$ cat src/rtl/ps2_ascii_fifo.sv
// ps2_ascii_fifo: PS/2 set-2 scancode to ASCII translator feeding a FWFT FIFO for MMIO readout.
// Ports: CLK/reset (async, active-high); code_valid/scan_code/upper scancode events from the
//        keyboard stage; rd_en pop strobe; clr_ovf clears overflow; rd_data FIFO head;
//        empty/full/count FIFO status; overflow sticky drop flag; intr = ~empty.
module ps2_ascii_fifo #(
  parameter int DEPTH = 16,
  localparam int AW = $clog2(DEPTH)
) (
  input  logic          CLK,
  input  logic          reset,
  input  logic          code_valid,
  input  logic [7:0]    scan_code,
  input  logic          upper,
  input  logic          rd_en,
  input  logic          clr_ovf,
  output logic [7:0]    rd_data,
  output logic          empty,
  output logic          full,
  output logic [AW:0]   count,
  output logic          overflow,
  output logic          intr
);
  logic          r_prev;
  logic          r_ext;
  logic          r_hit;
  logic [7:0]    r_char;
  logic [AW:0]   r_wr;
  logic [AW:0]   r_rd;
  logic          r_ovf;
  logic [7:0]    r_mem [DEPTH];
  logic [7:0]    w_lo;
  logic [7:0]    w_sh;
  logic [7:0]    w_up;
  logic          w_event;
  logic          w_pop;
  logic          w_wr;
  logic          w_drop;
  // w_lo is the unshifted character (0 = unmapped); w_sh is the explicit shifted form for digits
  always_comb begin
    w_lo = 8'h00;
    w_sh = 8'h00;
    if (r_ext)
      case (scan_code)
        8'h75: w_lo = 8'h11;
        8'h72: w_lo = 8'h12;
        8'h6B: w_lo = 8'h13;
        8'h74: w_lo = 8'h14;
        8'h5A: w_lo = 8'h0D;
        8'h4A: w_lo = 8'h2F;
        default: w_lo = 8'h00;
      endcase
    else
      case (scan_code)
        8'h1C: w_lo = "a";
        8'h32: w_lo = "b";
        8'h21: w_lo = "c";
        8'h23: w_lo = "d";
        8'h24: w_lo = "e";
        8'h2B: w_lo = "f";
        8'h34: w_lo = "g";
        8'h33: w_lo = "h";
        8'h43: w_lo = "i";
        8'h3B: w_lo = "j";
        8'h42: w_lo = "k";
        8'h4B: w_lo = "l";
        8'h3A: w_lo = "m";
        8'h31: w_lo = "n";
        8'h44: w_lo = "o";
        8'h4D: w_lo = "p";
        8'h15: w_lo = "q";
        8'h2D: w_lo = "r";
        8'h1B: w_lo = "s";
        8'h2C: w_lo = "t";
        8'h3C: w_lo = "u";
        8'h2A: w_lo = "v";
        8'h1D: w_lo = "w";
        8'h22: w_lo = "x";
        8'h35: w_lo = "y";
        8'h1A: w_lo = "z";
        8'h16: {w_lo, w_sh} = {8'h31, 8'h21};
        8'h1E: {w_lo, w_sh} = {8'h32, 8'h40};
        8'h26: {w_lo, w_sh} = {8'h33, 8'h23};
        8'h25: {w_lo, w_sh} = {8'h34, 8'h24};
        8'h2E: {w_lo, w_sh} = {8'h35, 8'h25};
        8'h36: {w_lo, w_sh} = {8'h36, 8'h5E};
        8'h3D: {w_lo, w_sh} = {8'h37, 8'h26};
        8'h3E: {w_lo, w_sh} = {8'h38, 8'h2A};
        8'h46: {w_lo, w_sh} = {8'h39, 8'h28};
        8'h45: {w_lo, w_sh} = {8'h30, 8'h29};
        8'h29: w_lo = 8'h20;
        8'h5A: w_lo = 8'h0D;
        8'h66: w_lo = 8'h08;
        8'h0D: w_lo = 8'h09;
        8'h76: w_lo = 8'h1B;
        default: w_lo = 8'h00;
      endcase
  end
  // letters shift by case, digits use their symbol, everything else is case-independent
  assign w_up = (w_sh != 8'h00) ? w_sh : (w_lo >= "a" && w_lo <= "z") ? w_lo - 8'h20 : w_lo;
  assign w_event = code_valid & ~r_prev;
  assign count = r_wr - r_rd;
  assign empty = (count == '0);
  assign full = (count == (AW+1)'(DEPTH));
  assign intr = ~empty;
  assign overflow = r_ovf;
  assign rd_data = empty ? 8'h00 : r_mem[r_rd[AW-1:0]];
  assign w_pop = rd_en & ~empty;
  // a pop in the same cycle frees the slot a full FIFO needs for the push
  assign w_wr = r_hit & (~full | w_pop);
  assign w_drop = r_hit & full & ~w_pop;
  always_ff @(posedge CLK or posedge reset) begin
    if (reset) begin
      r_prev <= 1'b0;
      r_ext <= 1'b0;
      r_hit <= 1'b0;
      r_char <= 8'h00;
      r_wr <= '0;
      r_rd <= '0;
      r_ovf <= 1'b0;
    end else begin
      r_prev <= code_valid;
      r_hit <= 1'b0;
      if (w_event) begin
        if (scan_code == 8'hE0) r_ext <= 1'b1;
        else begin
          r_ext <= 1'b0;
          r_hit <= (w_lo != 8'h00);
          r_char <= upper ? w_up : w_lo;
        end
      end
      if (w_wr) r_wr <= r_wr + 1'b1;
      if (w_pop) r_rd <= r_rd + 1'b1;
      r_ovf <= w_drop | (r_ovf & ~clr_ovf);
    end
  end
  always_ff @(posedge CLK) begin
    if (w_wr) r_mem[r_wr[AW-1:0]] <= r_char;
  end
endmodule

$ cat config.mk
export PLATFORM = sky130hd
export DESIGN_NAME = ps2_ascii_fifo
export DESIGN_NICKNAME = d
export VERILOG_FILES = /design/src/rtl/ps2_ascii_fifo.sv
export SDC_FILE = /design/constraint.sdc
export NUM_CORES = 1
export LEC_CHECK = 0
export ABC_AREA = 1
export CORE_ASPECT_RATIO = 0.6
export CORE_MARGIN = 2
export CORE_UTILIZATION = 60
export CTS_CLUSTER_SIZE = 16
export DETAILED_ROUTE_END_ITERATION = 12
export PLACE_DENSITY_LB_ADDON = 0.1
export SETUP_SLACK_MARGIN = 0.3
export SLEW_MARGIN = 20
export SYNTH_ARGS = -nofsm -noshare
export SYNTH_HDL_FRONTEND = slang
export SYNTH_SLANG_ARGS = --single-unit
$ cat constraint.sdc
create_clock -name CLK -period 6.95 [get_ports CLK]
set_clock_uncertainty 0.15 [all_clocks]
set_input_delay 1.39 -clock CLK [delete_from_list [all_inputs] [get_ports CLK]]
set_output_delay 1.39 -clock CLK [all_outputs]
set_load 0.05 [all_outputs]
; ---- Word level (Yosys, flattened, before mapping)
; Memory sizes are Yosys's and may differ from the RTL's.
; Index checks and enable logic that the tools add are counted.
[totals]
regBits = 22
word_cells = 95
mem_count = 1
output_inout_bits = 17
latchBits = 0
rom_bits = 0
ramBits = 128
[memory_table]
columns = name, depth, width, read_ports, rd_clocked_by_memory_dff, write_ports, line
row1 = r_mem, 16, 8, 1, 0, 1, 30  ; logic [7:0] r_mem [DEPTH];
[classes]
n_lt_le_gt_ge = 2
addsub = 4
n_mux = 14
reduce_logical = 5
n_shift = 0
n_eq_ne = 48
mul = 0
n_bitwise = 14
n_div = 0
[op_table]
columns = operator, n
row1 = 7-bit one-hot mux with 41 select lines, 1
row2 = 8-bit by 6-bit == test with 1-bit output (second input constant), 23
row3 = 8-bit by 7-bit == test with 1-bit output (second input constant), 15
row4 = 7-bit one-hot mux with 10 select lines, 1
row5 = 8-bit by 5-bit == test with 1-bit output (second input constant), 7
row6 = 8-bit two-way mux, 5
row7 = 6-bit one-hot mux with 6 select lines, 1
row8 = 8-bit nonzero test, 2
row9 = 5-bit by 1-bit adder with 5-bit output (second input constant), 2
row10 = 8-bit by 4-bit == test with 1-bit output (second input constant), 1
row11 = 8-bit == test (second input constant), 1
row12 = 8-bit by 7-bit >= comparator with 1-bit output (second input constant), 1
row13 = 8-bit by 7-bit less-or-equal comparator with 1-bit output (second input constant), 1
row14 = 8-bit by 6-bit subtractor with 8-bit output (second input constant), 1
row15 = 7-bit two-way mux, 1
row16 = 1-bit bitwise AND, 6
row17 = 1-bit inverter, 6
row18 = 5-bit == test (second input constant), 1
row19 = 5-bit logical NOT, 1
row20 = 1-bit two-way mux, 5
row21 = 5-bit subtractor, 1
row22 = 1-bit OR, 2
row23 = 2-bit AND reduction, 1
row24 = 1-bit logical AND, 1

; ---- Depth between registers and ports, before layout
; Gate-level depths: netlist (run 1).
[logic_depth]
ltp_word = 8
depth_mapped = 17
ltp_nobuf = 16

; ---- Worst setup path after synthesis (run 1)
; OpenSTA, ideal clock, no wires.
[synth_path]
kind = register to output
from = reg r_rd[3]
to = out rd_data[0]
path_stages_with_launch = 12
required_ps = 5410
path_slack_ps = 561
arrival_ps = 4849
path_cell_list = dfrtp_1 -> clkbuf_1 -> inv_1 -> clkbuf_1 -> ha_1 -> a21oi_1 -> o21ai_2 -> xor2_1 -> inv_1 -> nand3_1 -> clkinv_1 -> a211oi_1
[synth_via]
elab_chain_len = 3
elab_cells_between_ends = 4
classes_between = add/sub (1) / mux (1) / reduce/logical (1) / memory (1)
[synth_rtl]
columns = element, line
row1 = "start, declared", 28  ; logic [AW:0] r_rd;
row2 = "start signal, assigned", 132  ; if (w_pop) r_rd <= r_rd + 1'b1;
row3 = 5-bit subtractor, 101  ; assign count = r_wr - r_rd;
row4 = via count[4], 19  ; output logic [AW:0] count,
row5 = 5-bit logical NOT, 102  ; assign empty = (count == '0);
row6 = via empty, 17  ; output logic empty,
row7 = 8-bit two-way mux, 106  ; assign rd_data = empty ? 8'h00 : r_mem[r_rd[AW-1:0]];
row8 = "end, declared", 16  ; output logic [7:0] rd_data,
; The timed path passes the listed nets, and every way through them passes these cells.

; ---- Worst setup path in the final report (run 1)
[layout_path]
from = reg r_rd[0]
to = out rd_data[6]
[layout_via]
elab_chain_len = 3
elab_cells_between_ends = 4
classes_between = add/sub (1) / mux (1) / reduce/logical (1) / memory (1)
[layout_rtl]
columns = element, line
row1 = 5-bit subtractor, 101
row2 = 5-bit logical NOT, 102
row3 = 8-bit two-way mux (*), 106
; Every way passes the cells marked *; elsewhere a longest branch is shown, timed or not.

==> flow_metrics.py, run 1 <==
metrics = {
    "floorplan": {
        "die_w_um": 145.0,
        "dieArea_um2": 12850,
        "start_util": 0.6255,
        "ioPinCount": 31,
        "die_h_um": 88.62,
        "core_area_um2": 11450,
        "row_count": 30,
    },
    "finish": {
        "num_antenna_cells": 0,
        "layout-drive-gt1-share": 0.1079,
        "finish.utilization": 0.7119,
        "area_delta_synth_final_pct": 13.82,
        "fin_nets": 763,
    },
    "outcome": {
        "outcome": "completed",
    },
    "cts": {
        "post_cts_buffers": 0,
        "clk_latency_ns": 0.43,
        "cts_htree_levels": 4,
        "cts_hold_buf": 0,
        "cts.path.max_buffers": 2,
        "cts-buffers-inserted": 17,
        "root_buffer": "clkbuf_16",
        "post_cts_resized": 0,
        "cts_tree": "built",
        "cts.sinks": 150,
        "clk_pin_slew_ns": 0.06,
    },
    "synth": {
        "synth-seq-cells": 150,
        "synth_nets": 737,
        "ys_top_cells_by_count": "nand2_1, edfxtp_1, nor2_1",
        "yosysMostFrequentCell": "nand2_1",
        "synth_edf_count": 128,
        "syn_area_um2": 7161,
        "async_reset_ff_frac": 0.1467,
        "synthCells": 712,
        "postSynthAreaPerCell_um2": 10.06,
        "synth_cell_types": 37,
        "seq_area_frac_synth": 0.6137,
        "synth_top_area_frac": 0.5368,
        "yosys-top-cells-area": "edfxtp_1, nand2_1, dfrtp_1",
        "ys_warn_count": 0,
        "synthFlopType": "edfxtp_1",
        "synth_area_leader_cell": "edfxtp_1",
    },
    "power": {
        "p_clk_frac": 0.247,
        "p_seq_frac": 0.315,
        "leakage_uw": 0.003239,
        "switchingPower_uw": 1629,
        "power_frac_comb": 0.439,
        "p_int_uw": 2074,
        "powerDensity_nw_per_um2": 454.3,
        "switching_share": 0.4398,
        "ir_drop_mv": 0.2404,
    },
    "grt": {
        "antenna_found_initial": 0,
        "grt_max_degree": 40,
        "grt_pass1_vias": 5263,
        "grt_pass1_wl_um": 29810,
        "grt_usage": 0.3174,
        "grt-ovfl-total": 0,
    },
    "critical_path": {
        "cp.arrival_ns": 4.21,
        "cp-end-kind": "primary output",
        "critPathRequiredTime_ns": 5.41,
        "crit_type": "flop to primary output",
        "start_kind": "flop",
        "crit_fanout": 39,
    },
    "place": {
        "dp_hpwl_um": 13780,
        "place.gp.congestion": 0.9502,
        "io_buffers": 30,
    },
    "timing": {
        "min_period_ns": 5.749,
        "worst_slew_pin_slew_ns": 0.9823,
        "grt_setup_unrepaired": "no",
        "fin_crit_sh": 0.8272,
        "setup_viol_count_final": 0,
        "slew_headroom": 0.3427,
        "fmax_mhz": 174.0,
        "hold_violations": 0,
        "setup_tns_ns": 0,
        "final-max-slew-violation-count": 0,
    },
    "hold_path": {
        "holdCritPathClass": "flop to flop",
    },
    "detailed_routing": {
        "drtPass1Iterations": 7,
        "postRouteAntennaNets": 0,
        "vias": 5565,
        "vias_per_cell": 6.109,
        "routedWlPerCell_um": 21.20,
        "drc": 0,
        "routed_wl_um": 19310,
        "drt_iter0_markers": 694,
    },
    "job": {
        "max_cap_viol_count": 0,
    },
}
==> final timing paths <==
kind	from	end	slack, ns	cells after the start
hold reg to reg	r_wr[4]	r_wr[4]	0.34	1
setup / recovery	r_rd[0]	rd_data[6]	1.20	10
setup reg to reg	r_rd[0]	r_mem[14][4]	3.05	12
max in group asynchronous	reset	r_rd[0]	4.95	2
hold / removal	r_wr[4]	r_wr[4]	0.34	1
min in group asynchronous	reset	r_prev	1.21	2
==> per-stage QoR <==
| step | hold slack (ns) | total power (uW) | setup slack (ns) | std cells | cell area [um2] |
|---|---|---|---|---|---|
| finish | 0.3377 | 3703 | 1.201 | 911 | 8150 |
| global route | 0.3502 | 3865 | 0.9649 | 911 | 8150 |
| CTS | 0.3390 | 3692 | 1.216 | 911 | 8150 |
| detailed placement | 0.3267 | 2782 | 1.684 | 879 | 7569 |
| global placement | 0.3262 | 2749 | 1.850 | 879 | 7569 |
| floorplan | 0.3117 | 2275 | 0.5613 | 712 | 7161 |
==> state kept, by name, summed over array words and instances (netlist names) <==
| signal | cells |
|---|---|
| overflow | 1 |
| r_char | 8 |
| r_ext | 1 |
| r_hit | 1 |
| r_mem | 128 |
| r_prev | 1 |
| r_rd | 5 |
| r_wr | 5 |
==> layer usage <==
metal	global-route usage	routed length, um
met1	0.4818	8821
met2	0.4130	7434
met3	0.1263	2702
met4	0.09541	290
met5	0.03571	62
==> cell families (layout without fill, tap and decap cells) <==
kind of cell | Yosys count | count (layout) | share of synthesized area
compound gates | 123 | 123 | 0.1064
flops | 150 | 150 | 0.6137
fa+ha+maj | 11 | 11 | 0.02027
simple gates | 340 | 340 | 0.2020
xor+xnor | 12 | 12 | 0.01468
buf+inv | 76 | 115 | 0.04298
==> critical path: stages, from the launching register on <==
cell and delay (ns):
dfrtp_2 0.60, buf_4 0.36, ha_1 0.27, fa_1 0.43, o21ai_2 0.17, xor2_1 0.20
inv_1 0.09, nand3_1 0.15, clkinv_1 0.30, a211oi_1 0.33, clkdlybuf4s50_1 0.85
==> cell type report <==
class	count	area [um2]
multi-input cells	486	2459
repair buffers	34	330.3
flip-flops and latches	150	4395
well taps	160	200.2
inverters	49	183.9
clock inverters	15	156.4
fillers	773	3298
clock buffers	17	425.4
==> power groups by stage <==
stage | Combinational [uW] | Clock, uW | Sequential [uW]
floorplan | 1160 | 0 | 1120
global placement | 1570 | 0 | 1170
detailed placement | 1600 | 0 | 1180
CTS | 1620 | 914 | 1160
global route | 1740 | 953 | 1170
finish | 1620 | 913 | 1160
==> cells in the final DEF (no fill, tap or decap), types with 2 or more instances in the layout <==
cell type	instances
nand2_1	161
edfxtp_1	128
nor2_1	101
o21ai_0	49
inv_1	40
a21oi_1	33
clkdlybuf4s50_1	30
nand3_1	28
dfrtp_1	21
clkbuf_16	17
nor2_2	12
nor3_1	11
nand2_2	11
ha_1	10
o221a_2	9
xor2_1	8
nand4_1	8
a221oi_1	7
a32o_1	7
inv_2	6
o21ai_1	6
inv_8	5
inv_6	5
xnor2_1	4
o22ai_1	4
buf_4	4
nand2_4	3
clkinv_1	3
o31ai_1	3
o21ai_2	2
nand3b_1	2
a211oi_1	2
clkinv_2	2
Power figures use the tool's default switching activity.
==> run 2, diff against run 1 <==
--- a/config.mk
+++ b/config.mk
@@ -8,7 +8,7 @@
 export ABC_AREA = 1
 export CORE_ASPECT_RATIO = 0.6
 export CORE_MARGIN = 2
-export CORE_UTILIZATION = 60
+export CORE_UTILIZATION = 55
 export CTS_CLUSTER_SIZE = 16
 export DETAILED_ROUTE_END_ITERATION = 12
 export PLACE_DENSITY_LB_ADDON = 0.1
==> constraint.sdc (replaced) <==
create_clock -name CLK -period 5.1 [get_ports CLK]
set_clock_uncertainty 0.15 [all_clocks]
set_input_delay 1.02 -clock CLK [delete_from_list [all_inputs] [get_ports CLK]]
set_output_delay 1.02 -clock CLK [all_outputs]
set_load 0.05 [all_outputs]
==> run 2 against run 1 <==
  * Sequential share of layout area down 0.47 points
  * First-iteration DRC count rose by 21%
  * Largest power group unchanged
  * Hold slack improved by 0.0046 ns
  * Critical path depth fell by 2
  * Combinational power is 45% higher
  * Sequential cell count did not move
  * Routed wire length grew 1.3%
  * Non-clock buffer count rose by 2
  * Cell area is 0.88% higher
  * Core utilization fell by 6.8 points
  * Critical endpoint is now rd_data[3]
  * Clock power is 35% higher
  * Register-to-register slack worse by 1.4 ns
==> flow_metrics.py, run 2 (synthesized netlist as in run 1, its figures left out) <==
metrics = {
    "critical_path": {
        "cp.arrival_ns": 3.48,
        "cp-end-kind": "primary output",
        "crit_type": "flop to primary output",
        "r2r_cells": 12,
        "crit_fanout": 14,
        "start_kind": "flop",
        "rr_startpoint": "r_wr[0]",
        "r2r_slack_ns": 1.65,
        "critPathRequiredTime_ns": 3.93,
        "rr_endpoint": "r_mem[9][6]",
    },
    "timing": {
        "setup_viol_count_final": 0,
        "setup_tns_ns": 0,
        "fin_crit_sh": 0.9113,
        "final-max-slew-violation-count": 0,
        "grt_setup_unrepaired": "no",
        "worst_slew_pin_slew_ns": 0.9540,
        "fmax_mhz": 215.2,
        "setup_ws_ns": 0.4522,
        "slew_headroom": 0.3617,
        "hold_violations": 0,
        "min_period_ns": 4.648,
    },
    "cts": {
        "clk_latency_ns": 0.42,
        "post_cts_resized": 0,
        "cts_tree": "built",
        "post_cts_buffers": 0,
        "clk_pin_slew_ns": 0.06,
        "cts-buffers-inserted": 17,
        "cts.sinks": 150,
        "cts.path.max_buffers": 2,
        "cts_htree_levels": 4,
        "cts_hold_buf": 0,
        "root_buffer": "clkbuf_16",
    },
    "detailed_routing": {
        "drtPass1Iterations": 7,
        "vias": 5591,
        "routedWlPerCell_um": 21.19,
        "drc": 0,
        "routed_wl_um": 19560,
        "vias_per_cell": 6.057,
        "drt_iter0_markers": 838,
        "postRouteAntennaNets": 0,
    },
    "finish": {
        "mostFrequentLayoutCell": "nand2_1",
        "num_antenna_cells": 0,
        "area_delta_synth_final_pct": 14.82,
        "fillerInstances": 967,
        "final_cell_mix": "nand2_1, edfxtp_1, nor2_1, o21ai_0, inv_1",
        "largest_register_ff_count": 128,
        "finish.utilization": 0.6437,
        "layout-drive-gt1-share": 0.1301,
        "fin_nets": 765,
    },
    "power": {
        "p_clk_frac": 0.239,
        "p_int_uw": 2858,
        "switching_share": 0.4449,
        "switchingPower_uw": 2291,
        "power_frac_comb": 0.456,
        "p_seq_frac": 0.304,
        "ir_drop_mv": 0.3114,
        "leakage_uw": 0.003272,
        "powerDensity_nw_per_um2": 626.3,
    },
    "hold_path": {
        "min_from": "r_rd[4]",
        "holdPathEnd": "r_rd[4]",
        "holdCritPathClass": "flop to flop",
        "worstHoldPathCells": 1,
    },
    "floorplan": {
        "start_util": 0.5606,
        "ioPinCount": 31,
        "dieArea_um2": 13980,
        "row_count": 32,
        "core_area_um2": 12770,
        "die_w_um": 151.3,
        "die_h_um": 92.39,
    },
    "place": {
        "place.gp.congestion": 1.033,
        "dp_slack_ns": 0.9717,
        "dp_hpwl_um": 13950,
        "io_buffers": 30,
    },
    "grt": {
        "grt_pass1_wl_um": 29240,
        "grt_pass1_vias": 4974,
        "antenna_found_initial": 1,
        "grt-ovfl-total": 0,
        "grt_usage": 0.2912,
        "grt_max_degree": 66,
    },
    "job": {
        "max_cap_viol_count": 0,
    },
    "outcome": {
        "outcome": "completed",
    },
}
## run 2: cell count changes in the layout (fill, tap and decap cells not counted), sizes merged
cell           change
buf                +8
clkdlybuf4s50      -6
clkinv             +1
clkinvlp           -1
## run 2: per-stage QoR
stage | instance area, um2 | instances | total power, uW | hold WS (ns)
floorplan | 7214 | 712 | 3189 | 0.3117
global route | 8222 | 923 | 5350 | 0.3626
CTS | 8222 | 923 | 5133 | 0.3455
global placement | 7635 | 891 | 3878 | 0.3278
detailed placement | 7635 | 891 | 3911 | 0.3368
finish | 8222 | 923 | 5149 | 0.3423
## run 2: metal layers
metal,up-vias,global-route usage,part of all wire
li1,2525,-,-
met1,2713,0.5043,0.49
met2,346,0.3488,0.37
met3,7,0.08473,0.13
met4,0,0.05919,0.0031
met5,-,0,0
## run 2: final cells by class
type | instances | area, um2 | area share
Sequential cell | 150 | 4395 | 0.5346
Multi-Input combinational cell | 486 | 2507 | 0.3050
Clock buffer | 17 | 425.4 | 0.05174
Timing Repair Buffer | 36 | 330.3 | 0.04018
Tap cell | 170 | 212.7 | 0.02587
Inverter | 49 | 188.9 | 0.02298
Clock inverter | 15 | 161.4 | 0.01963
## run 2: power groups by stage
stage | registers (uW) | clock network [uW] | logic [uW]
3_5_place_dp | 1590 | 0 | 2320
5_1_grt | 1570 | 1290 | 2490
3_3_place_gp | 1580 | 0 | 2300
4_1_cts | 1560 | 1240 | 2330
6_report | 1570 | 1230 | 2350
2_1_floorplan | 1520 | 0 | 1670
## run 2: worst max-delay path by stage
stage | start | to | slack [ns] | cells past startpoint
final | r_rd[1] | rd_data[3] | 0.45 | 8
after CTS | r_wr[0] | rd_data[2] | 0.51 | 10
after detailed placement | r_wr[0] | rd_data[2] | 0.97 | 10
after global placement | r_wr[0] | rd_data[3] | 1.07 | 10
after floorplan | r_rd[3] | rd_data[0] | 0.34 | 11
after global routing | r_rd[1] | rd_data[3] | 0.35 | 8
## run 2: critical path, stage by stage, from the launching register on
cell	delay (ns)
dfrtp_1	0.75
nand2_1	0.31
inv_1	0.40
o21ai_0	0.18
o221a_2	0.30
o21ai_0	0.12
nand2_1	0.11
nor2_2	0.09
clkdlybuf4s50_1	0.80
